**config.mk**
```make
export PLATFORM = sky130hd
export DESIGN_NAME = idu_queue_stage_flat
export DESIGN_NICKNAME = d
export VERILOG_FILES = /design/src/rtl/idu_pkg.sv /design/src/rtl/idu_queue_stage_if.sv /design/src/rtl/idu_decode.sv /design/src/rtl/idu_queue_stage.sv /design/src/flat_wrapper.sv
export SDC_FILE = /design/constraint.sdc
export NUM_CORES = 1
export LEC_CHECK = 0
export ABC_AREA = 0
export CORE_MARGIN = 2
export CORE_UTILIZATION = 48
export DETAILED_ROUTE_END_ITERATION = 10
export PLACE_DENSITY = 0.95
export SLEW_MARGIN = 30
export SYNTH_ARGS = -nofsm -noshare
export SYNTH_HDL_FRONTEND = slang
export SYNTH_SLANG_ARGS = --single-unit
export TNS_END_PERCENT = 10
```
**constraint.sdc**
```tcl
create_clock -name clk -period 17.5 [get_ports clk]
set_input_delay 3.5 -clock clk [delete_from_list [all_inputs] [get_ports clk]]
set_output_delay 3.5 -clock clk [all_outputs]
set_load 0.005 [all_outputs]
```
**src/rtl/idu_pkg.sv**
```systemverilog
// Shared decode definitions: opcodes, inst_type one-hot encoding, EBREAK word.
package idu_pkg;

    // Base RV32/RV64 opcodes
    localparam logic [6:0] OpLui     = 7'b0110111;
    localparam logic [6:0] OpAuipc   = 7'b0010111;
    localparam logic [6:0] OpJal     = 7'b1101111;
    localparam logic [6:0] OpJalr    = 7'b1100111;
    localparam logic [6:0] OpBranch  = 7'b1100011;
    localparam logic [6:0] OpLoad    = 7'b0000011;
    localparam logic [6:0] OpStore   = 7'b0100011;
    localparam logic [6:0] OpAluImm  = 7'b0010011;
    localparam logic [6:0] OpAluReg  = 7'b0110011;
    localparam logic [6:0] OpSystem  = 7'b1110011;
    // RV64-only word ops
    localparam logic [6:0] OpAluImmW = 7'b0011011;
    localparam logic [6:0] OpAluRegW = 7'b0111011;

    // Bit positions inside the inst_type one-hot vector
    localparam int unsigned IdxR = 5;
    localparam int unsigned IdxI = 4;
    localparam int unsigned IdxS = 3;
    localparam int unsigned IdxB = 2;
    localparam int unsigned IdxU = 1;
    localparam int unsigned IdxJ = 0;

    localparam logic [5:0] TypeNone = 6'b000000;
    localparam logic [5:0] TypeR    = 6'b100000;
    localparam logic [5:0] TypeI    = 6'b010000;
    localparam logic [5:0] TypeS    = 6'b001000;
    localparam logic [5:0] TypeB    = 6'b000100;
    localparam logic [5:0] TypeU    = 6'b000010;
    localparam logic [5:0] TypeJ    = 6'b000001;

    localparam logic [31:0] InstEbreak = 32'h0010_0073;

endpackage

```
**src/rtl/idu_queue_stage_if.sv**
```systemverilog
// Fetch-side valid/ready handshake carrying one {pc, inst} pair.
interface idu_queue_stage_if #(
    parameter int unsigned PC_W = 64
) ();

    logic            valid;
    logic            ready;
    logic [PC_W-1:0] pc;
    logic [31:0]     inst;

    modport master (output valid, output pc, output inst, input ready);
    modport slave  (input valid, input pc, input inst, output ready);

endinterface

```
**src/rtl/idu_decode.sv**
```systemverilog
// Combinational instruction classifier and XLEN-wide immediate generator.
module idu_decode
    import idu_pkg::*;
#(
    parameter int unsigned XLEN = 64
) (
    input  logic [31:0]     inst_i,
    output logic [5:0]      inst_type_o,
    output logic [XLEN-1:0] imm_o,
    output logic [XLEN-1:0] imm_u_o,
    output logic            illegal_o,
    output logic            is_ebreak_o
);

    logic [6:0]  opcode;
    logic [11:0] imm_i_raw;
    logic [11:0] imm_s_raw;
    logic [12:0] imm_b_raw;
    logic [31:0] imm_u_raw;
    logic [20:0] imm_j_raw;

    assign opcode    = inst_i[6:0];
    assign imm_i_raw = inst_i[31:20];
    assign imm_s_raw = {inst_i[31:25], inst_i[11:7]};
    assign imm_b_raw = {inst_i[31], inst_i[7], inst_i[30:25], inst_i[11:8], 1'b0};
    assign imm_u_raw = {inst_i[31:12], 12'b0};
    assign imm_j_raw = {inst_i[31], inst_i[19:12], inst_i[20], inst_i[30:21], 1'b0};

    assign is_ebreak_o = (inst_i == InstEbreak);

    // Classify the opcode; W-ops are only legal on a 64-bit datapath.
    always_comb begin
        inst_type_o = TypeNone;
        illegal_o   = 1'b0;
        case (opcode)
            OpLui, OpAuipc:                      inst_type_o = TypeU;
            OpJal:                               inst_type_o = TypeJ;
            OpJalr, OpLoad, OpAluImm, OpSystem:  inst_type_o = TypeI;
            OpBranch:                            inst_type_o = TypeB;
            OpStore:                             inst_type_o = TypeS;
            OpAluReg:                            inst_type_o = TypeR;
            OpAluImmW: begin
                if (XLEN == 64) inst_type_o = TypeI;
                else            illegal_o   = 1'b1;
            end
            OpAluRegW: begin
                if (XLEN == 64) inst_type_o = TypeR;
                else            illegal_o   = 1'b1;
            end
            default:                             illegal_o   = 1'b1;
        endcase
    end

    // Select the immediate field; R-type and illegal fall through to zero.
    always_comb begin
        imm_o   = '0;
        imm_u_o = '0;
        unique case (1'b1)
            inst_type_o[IdxI]: begin
                imm_o   = XLEN'($signed(imm_i_raw));
                imm_u_o = XLEN'(imm_i_raw);
            end
            inst_type_o[IdxS]: begin
                imm_o   = XLEN'($signed(imm_s_raw));
                imm_u_o = XLEN'(imm_s_raw);
            end
            inst_type_o[IdxB]: begin
                imm_o   = XLEN'($signed(imm_b_raw));
                imm_u_o = XLEN'(imm_b_raw);
            end
            inst_type_o[IdxU]: begin
                imm_o   = XLEN'($signed(imm_u_raw));
                imm_u_o = XLEN'(imm_u_raw);
            end
            inst_type_o[IdxJ]: begin
                imm_o   = XLEN'($signed(imm_j_raw));
                imm_u_o = XLEN'(imm_j_raw);
            end
            default: ;
        endcase
    end

endmodule

```
**src/rtl/idu_queue_stage.sv**
```systemverilog
// Decode stage: DEPTH-entry {pc, inst} queue between IFU and EXU, decoding the head entry.
module idu_queue_stage
    import idu_pkg::*;
#(
    parameter int unsigned XLEN  = 64,
    parameter int unsigned DEPTH = 2,
    parameter int unsigned PC_W  = XLEN
) (
    input  logic             clk,
    input  logic             rst_n,
    input  logic             flush_i,
    idu_queue_stage_if.slave in_if,
    output logic             out_valid_o,
    input  logic             out_ready_i,
    output logic [PC_W-1:0]  out_pc_o,
    output logic [4:0]       rs1_o,
    output logic [4:0]       rs2_o,
    output logic [4:0]       rd_o,
    output logic [2:0]       funct3_o,
    output logic [6:0]       funct7_o,
    output logic [6:0]       opcode_o,
    output logic [5:0]       inst_type_o,
    output logic [XLEN-1:0]  imm_o,
    output logic [XLEN-1:0]  imm_u_o,
    output logic             illegal_o,
    output logic             is_ebreak_o
);

    localparam int unsigned PtrW = (DEPTH > 1) ? $clog2(DEPTH) : 1;
    localparam int unsigned CntW = $clog2(DEPTH + 1);
    localparam logic [CntW-1:0] DepthCnt = CntW'(DEPTH);

    logic [PC_W-1:0] pc_q   [DEPTH];
    logic [31:0]     inst_q [DEPTH];

    logic [PtrW-1:0] wr_ptr_q, wr_ptr_d;
    logic [PtrW-1:0] rd_ptr_q, rd_ptr_d;
    logic [CntW-1:0] count_q, count_d;

    logic push, pop;
    logic [31:0] head_inst;

    logic [5:0]      dec_type;
    logic [XLEN-1:0] dec_imm;
    logic [XLEN-1:0] dec_imm_u;
    logic            dec_illegal;
    logic            dec_ebreak;

    // Both flags come straight from the count register, so no ready-to-ready path exists.
    assign in_if.ready = (count_q != DepthCnt);
    assign out_valid_o = (count_q != '0);

    assign push = in_if.valid & in_if.ready;
    assign pop  = out_valid_o & out_ready_i;

    // Pointer/count update; flush wins over any concurrent push or pop.
    always_comb begin
        wr_ptr_d = wr_ptr_q;
        rd_ptr_d = rd_ptr_q;
        count_d  = count_q;
        if (flush_i) begin
            wr_ptr_d = '0;
            rd_ptr_d = '0;
            count_d  = '0;
        end else begin
            // DEPTH is a power of two, so natural pointer overflow wraps modulo DEPTH
            if (push) wr_ptr_d = wr_ptr_q + 1'b1;
            if (pop)  rd_ptr_d = rd_ptr_q + 1'b1;
            case ({push, pop})
                2'b10:   count_d = count_q + 1'b1;
                2'b01:   count_d = count_q - 1'b1;
                default: ;
            endcase
        end
    end

    // Control state register.
    always_ff @(posedge clk or negedge rst_n) begin
        if (!rst_n) begin
            wr_ptr_q <= '0;
            rd_ptr_q <= '0;
            count_q  <= '0;
        end else begin
            wr_ptr_q <= wr_ptr_d;
            rd_ptr_q <= rd_ptr_d;
            count_q  <= count_d;
        end
    end

    // Entry storage; contents are don't-care until validated by count.
    always_ff @(posedge clk) begin
        if (push && !flush_i) begin
            pc_q[wr_ptr_q]   <= in_if.pc;
            inst_q[wr_ptr_q] <= in_if.inst;
        end
    end

    assign head_inst = inst_q[rd_ptr_q];

    idu_decode #(
        .XLEN (XLEN)
    ) u_decode (
        .inst_i      (head_inst),
        .inst_type_o (dec_type),
        .imm_o       (dec_imm),
        .imm_u_o     (dec_imm_u),
        .illegal_o   (dec_illegal),
        .is_ebreak_o (dec_ebreak)
    );

    // Drive decode outputs from the head entry, zeroed while the queue is empty.
    always_comb begin
        out_pc_o    = '0;
        rs1_o       = '0;
        rs2_o       = '0;
        rd_o        = '0;
        funct3_o    = '0;
        funct7_o    = '0;
        opcode_o    = '0;
        inst_type_o = '0;
        imm_o       = '0;
        imm_u_o     = '0;
        illegal_o   = 1'b0;
        is_ebreak_o = 1'b0;
        if (out_valid_o) begin
            out_pc_o    = pc_q[rd_ptr_q];
            rs1_o       = head_inst[19:15];
            rs2_o       = head_inst[24:20];
            rd_o        = head_inst[11:7];
            funct3_o    = head_inst[14:12];
            funct7_o    = head_inst[31:25];
            opcode_o    = head_inst[6:0];
            inst_type_o = dec_type;
            imm_o       = dec_imm;
            imm_u_o     = dec_imm_u;
            illegal_o   = dec_illegal;
            is_ebreak_o = dec_ebreak;
        end
    end

endmodule
```
**src/flat_wrapper.sv**
```systemverilog
// flat-port wrapper written by rule: the top's interface ports become plain ports
module idu_queue_stage_flat import idu_pkg::*;
#(
    parameter int unsigned XLEN  = 64,
    parameter int unsigned DEPTH = 2,
    parameter int unsigned PC_W  = XLEN
)
  (clk, rst_n, flush_i, out_valid_o, out_ready_i, out_pc_o, rs1_o, rs2_o, rd_o, funct3_o, funct7_o, opcode_o, inst_type_o, imm_o, imm_u_o, illegal_o, is_ebreak_o, in_if_valid, in_if_pc, in_if_inst, in_if_ready);
  idu_queue_stage_if #(.PC_W(PC_W)) in_if_i ();
  input  logic clk;
  input  logic rst_n;
  input  logic flush_i;
  output logic out_valid_o;
  input  logic out_ready_i;
  output logic [PC_W-1:0] out_pc_o;
  output logic [4:0] rs1_o;
  output logic [4:0] rs2_o;
  output logic [4:0] rd_o;
  output logic [2:0] funct3_o;
  output logic [6:0] funct7_o;
  output logic [6:0] opcode_o;
  output logic [5:0] inst_type_o;
  output logic [XLEN-1:0] imm_o;
  output logic [XLEN-1:0] imm_u_o;
  output logic illegal_o;
  output logic is_ebreak_o;
  input wire logic [$bits(in_if_i.valid)-1:0] in_if_valid;
  input wire logic [$bits(in_if_i.pc)-1:0] in_if_pc;
  input wire logic [$bits(in_if_i.inst)-1:0] in_if_inst;
  output wire logic [$bits(in_if_i.ready)-1:0] in_if_ready;
  assign in_if_i.valid = in_if_valid;
  assign in_if_i.pc = in_if_pc;
  assign in_if_i.inst = in_if_inst;
  assign in_if_ready = in_if_i.ready;
  idu_queue_stage #(.XLEN(XLEN), .DEPTH(DEPTH), .PC_W(PC_W)) u_core (.clk(clk), .rst_n(rst_n), .flush_i(flush_i), .in_if(in_if_i), .out_valid_o(out_valid_o), .out_ready_i(out_ready_i), .out_pc_o(out_pc_o), .rs1_o(rs1_o), .rs2_o(rs2_o), .rd_o(rd_o), .funct3_o(funct3_o), .funct7_o(funct7_o), .opcode_o(opcode_o), .inst_type_o(inst_type_o), .imm_o(imm_o), .imm_u_o(imm_u_o), .illegal_o(illegal_o), .is_ebreak_o(is_ebreak_o));
endmodule
```
==> reports/metrics.yaml <==
sta:
  setup-tns-final_ps: 0
  fin_skew_ps: 14.4
  tightest_slew_ps: 872
  slew_headroom_pct: 41.9
  hold_violations: 0
  finalCriticalPeriod_ps: 7890
  rsz0062_at_grt: "no"
  fmax_mhz: 127
  min_period_over_period_pct: 45.1
  setup_viol: 0
  drv_slew: 0
critical_path:
  timing.rr.start: "u_core.count_q[0]"
  path_delay_family: "buffers and inverters"
  critPathCaptureType: "output pin"
  crit_path_start_kind: "register"
  r2r_end: "u_core.inst_q[0][2]"
  critPathLaunch: "u_core.rd_ptr_q"
  crit_type: "reg2out"
  path_depth: 7
  cpPeakStageDelay_ps: 710
  path_cells: "buf_4, mux2i_2, nand3_2, a21oi_2, nand2_2, nor2_1, clkdlybuf4s50_1"
  crit_end: "imm_u_o[17]"
  critPathBufInv: 2
  worstRegToRegCells: 5
  r2r_slack_ps: 14830
  worstPathMaxFanout: 50
  required_ps: 14000
  crit_slowest_cell: "buf_4"
  worstPathArrival_ps: 4390
clock_network:
  cts_tree: "built"
  numCtsBuffers: 17
  hold_buffers: 0
  cts_setup_buffers: 0
  cts_root_buffer: "clkbuf_16"
  cts-resized-gates: 0
  cts_max_path_buffers: 2
  cts.sinks: 196
  clk_pin_slew_ps: 80
  htreeDepth: 4
  clk_latency_ps: 430
die:
  ioPinCount: 335
  die_w_um: 142
  rows: 50
  core_area_sq_um: 18600
  die_y_um: 142
  start_util_pct: 48.7
  dieArea_sq_um: 20000
grt:
  grt_first_pass_wirelength_um: 37800
  grt-ovfl-total: 0
  antenna_found_initial: 0
  grt_max_degree: 56
  track_usage_pct: 25.5
  first_global_vias: 6495
placement:
  gp_congestion: 0.846
  port_buffers: 302
  place_inst: 1151
  dp.final_hpwl_um: 18300
power_and_ir_drop:
  sw_frac_of_total_pct: 25.1
  internal_power_mw: 0.807
  pwr_density_cell_nw_per_um2: 86.6
  pwr-share-comb_pct: 15.7
  p_seq_share_pct: 50.8
  p_clk_share_pct: 33.5
  power_switching_mw: 0.270
  vdd_drop_max_v: 0.0000630
  p_leak_nw: 4.03
drt:
  vias_per_cell: 5.42
  finalWirelength_um: 25600
  ant_nets: 0
  wl_per_cell_um: 21.6
  vias: 6415
  drc: 0
  firstDrtPassIters: 5
  drtIter0Drc: 394
logic_synthesis:
  yosys_warnings: 0
  synth_top_area_share_pct: 63.5
  synth-seq-cells: 196
  synth_edf_count: 192
  synth_commonest_cells: "edfxtp_1 (192), nor2_1 (128), mux2i_1 (89)"
  ys_seq_area_share_pct: 64.6
  synth_ff_type: "edfxtp_1"
  synth_cell_types: 49
  synth_area_leader_cell: "edfxtp_1"
  synth.area.top_cells: "edfxtp_1 (64%), mux2i_1 (9.8%), buf_4 (6.5%)"
  synth_area_per_cell_sq_um: 13.4
  synthArstFlopShare_pct: 2.04
  syn_area_sq_um: 9080
  syn_inst: 679
  synth.most_common_cell: "edfxtp_1"
finish:
  diodes: 0
  multi_input_area_sq_um: 2630
  fin_cells: 1183
  syn_to_final_growth_pct: 37.0
  ff_latch_area_sq_um: 5870
  nFillCells: 1317
  drive_gt1_share_pct: 8.11
  nets: 1037
  finalCoreUtilization_pct: 66.7
flow_run:
  maxCapViolations: 0
min_path:
  worstHoldPathType: "reg2reg"
outcome:
  status: "complete, no violations"
==> per-stage QoR <==
step	instance area, sq um	hold WS (ps)	worst slack (ps)	total power, mW
3_3_place_gp	11900	550	9860	0.720
6_report	12400	604	9610	1.08
2_1_floorplan	9190	519	6240	0.643
4_1_cts	12400	588	9260	1.08
5_1_grt	12400	650	9390	1.11
3_5_place_dp	11900	567	9730	0.725
==> sequential cells by signal (all words and copies together) (netlist names) <==
signal / cells
u_core.rd_ptr_q: 1
u_core.pc_q: 128
u_core.count_q: 2
u_core.inst_q: 64
u_core.wr_ptr_q: 1
==> final cells by class <==
type,instances,share of cell area (%)
clock buffers,17,3.42
well taps,234,2.35
clock inverters,15,0.986
inverters,2,0.0604
multi-input cells,408,21.1
repair buffers,311,24.9
flip-flops and latches,196,47.2
==> tightest hold or removal path, stage by stage, from the launching register on <==
cell and delay (ps):
dfrtp_1 400, xor2_1 90, nor2_1 80
==> cell families (layout without fill, tap and decap cells) <==
kind of cell / count (synthesis) / in the layout / share of synthesized area [%]
other: 1 / 32 / 0.0413
multiplexers: 108 / 108 / 12.3
AO/OA/AOI/OAI: 56 / 56 / 4.33
XOR/XNOR: 2 / 2 / 0.193
buffers and inverters: 106 / 345 / 8.01
flip-flops: 196 / 196 / 64.6
AND/OR/NAND/NOR: 210 / 210 / 10.5
==> layout by cell type (no fill, tap or decap), types with 3 or more instances in the layout <==
master / n
a21oi_1: 27
a31oi_1: 3
a32oi_1: 3
and2_1: 5
buf_4: 9
clkbuf_16: 17
clkdlybuf4s50_1: 302
clkinv_1: 3
clkinv_4: 3
conb_1: 32
dfrtp_1: 3
edfxtp_1: 192
inv_6: 3
mux2_2: 15
mux2i_1: 89
mux2i_2: 4
nand2_1: 17
nand2b_1: 10
nand3_1: 5
nand4_1: 6
nor2_1: 126
nor2_2: 3
nor3_1: 11
nor4_1: 9
or3_1: 6
==> worst min-delay path by stage <==
stage          slack [ps]               to             from  cells after the start
2_1_floorplan         520  u_core.wr_ptr_q  u_core.wr_ptr_q                      2
3_3_place_gp          550  u_core.wr_ptr_q  u_core.wr_ptr_q                      2
6_report              600  u_core.wr_ptr_q  u_core.wr_ptr_q                      2
5_1_grt               650  u_core.wr_ptr_q  u_core.wr_ptr_q                      2
4_1_cts               590  u_core.wr_ptr_q  u_core.wr_ptr_q                      2
3_5_place_dp          570  u_core.wr_ptr_q  u_core.wr_ptr_q                      2
==> power groups by stage <==
stage                     Sequential, mW  Clock (mW)  Combinational, mW
final                              0.547       0.361              0.169
after global routing               0.548       0.385              0.181
after CTS                          0.547       0.366              0.170
after detailed placement           0.557           0              0.168
after global placement             0.555           0              0.165
after floorplan                    0.557           0             0.0865
==> per-layer routing <==
layer	vias up	track usage [%]	routed length (um)
met4	0	9.79	728
met3	40	5.70	1700
li1	2895	-	-
met1	3148	30.0	9580
met2	332	45.8	13600
met5	-	0	0
Note: power is estimated with default switching activity, not from simulation.
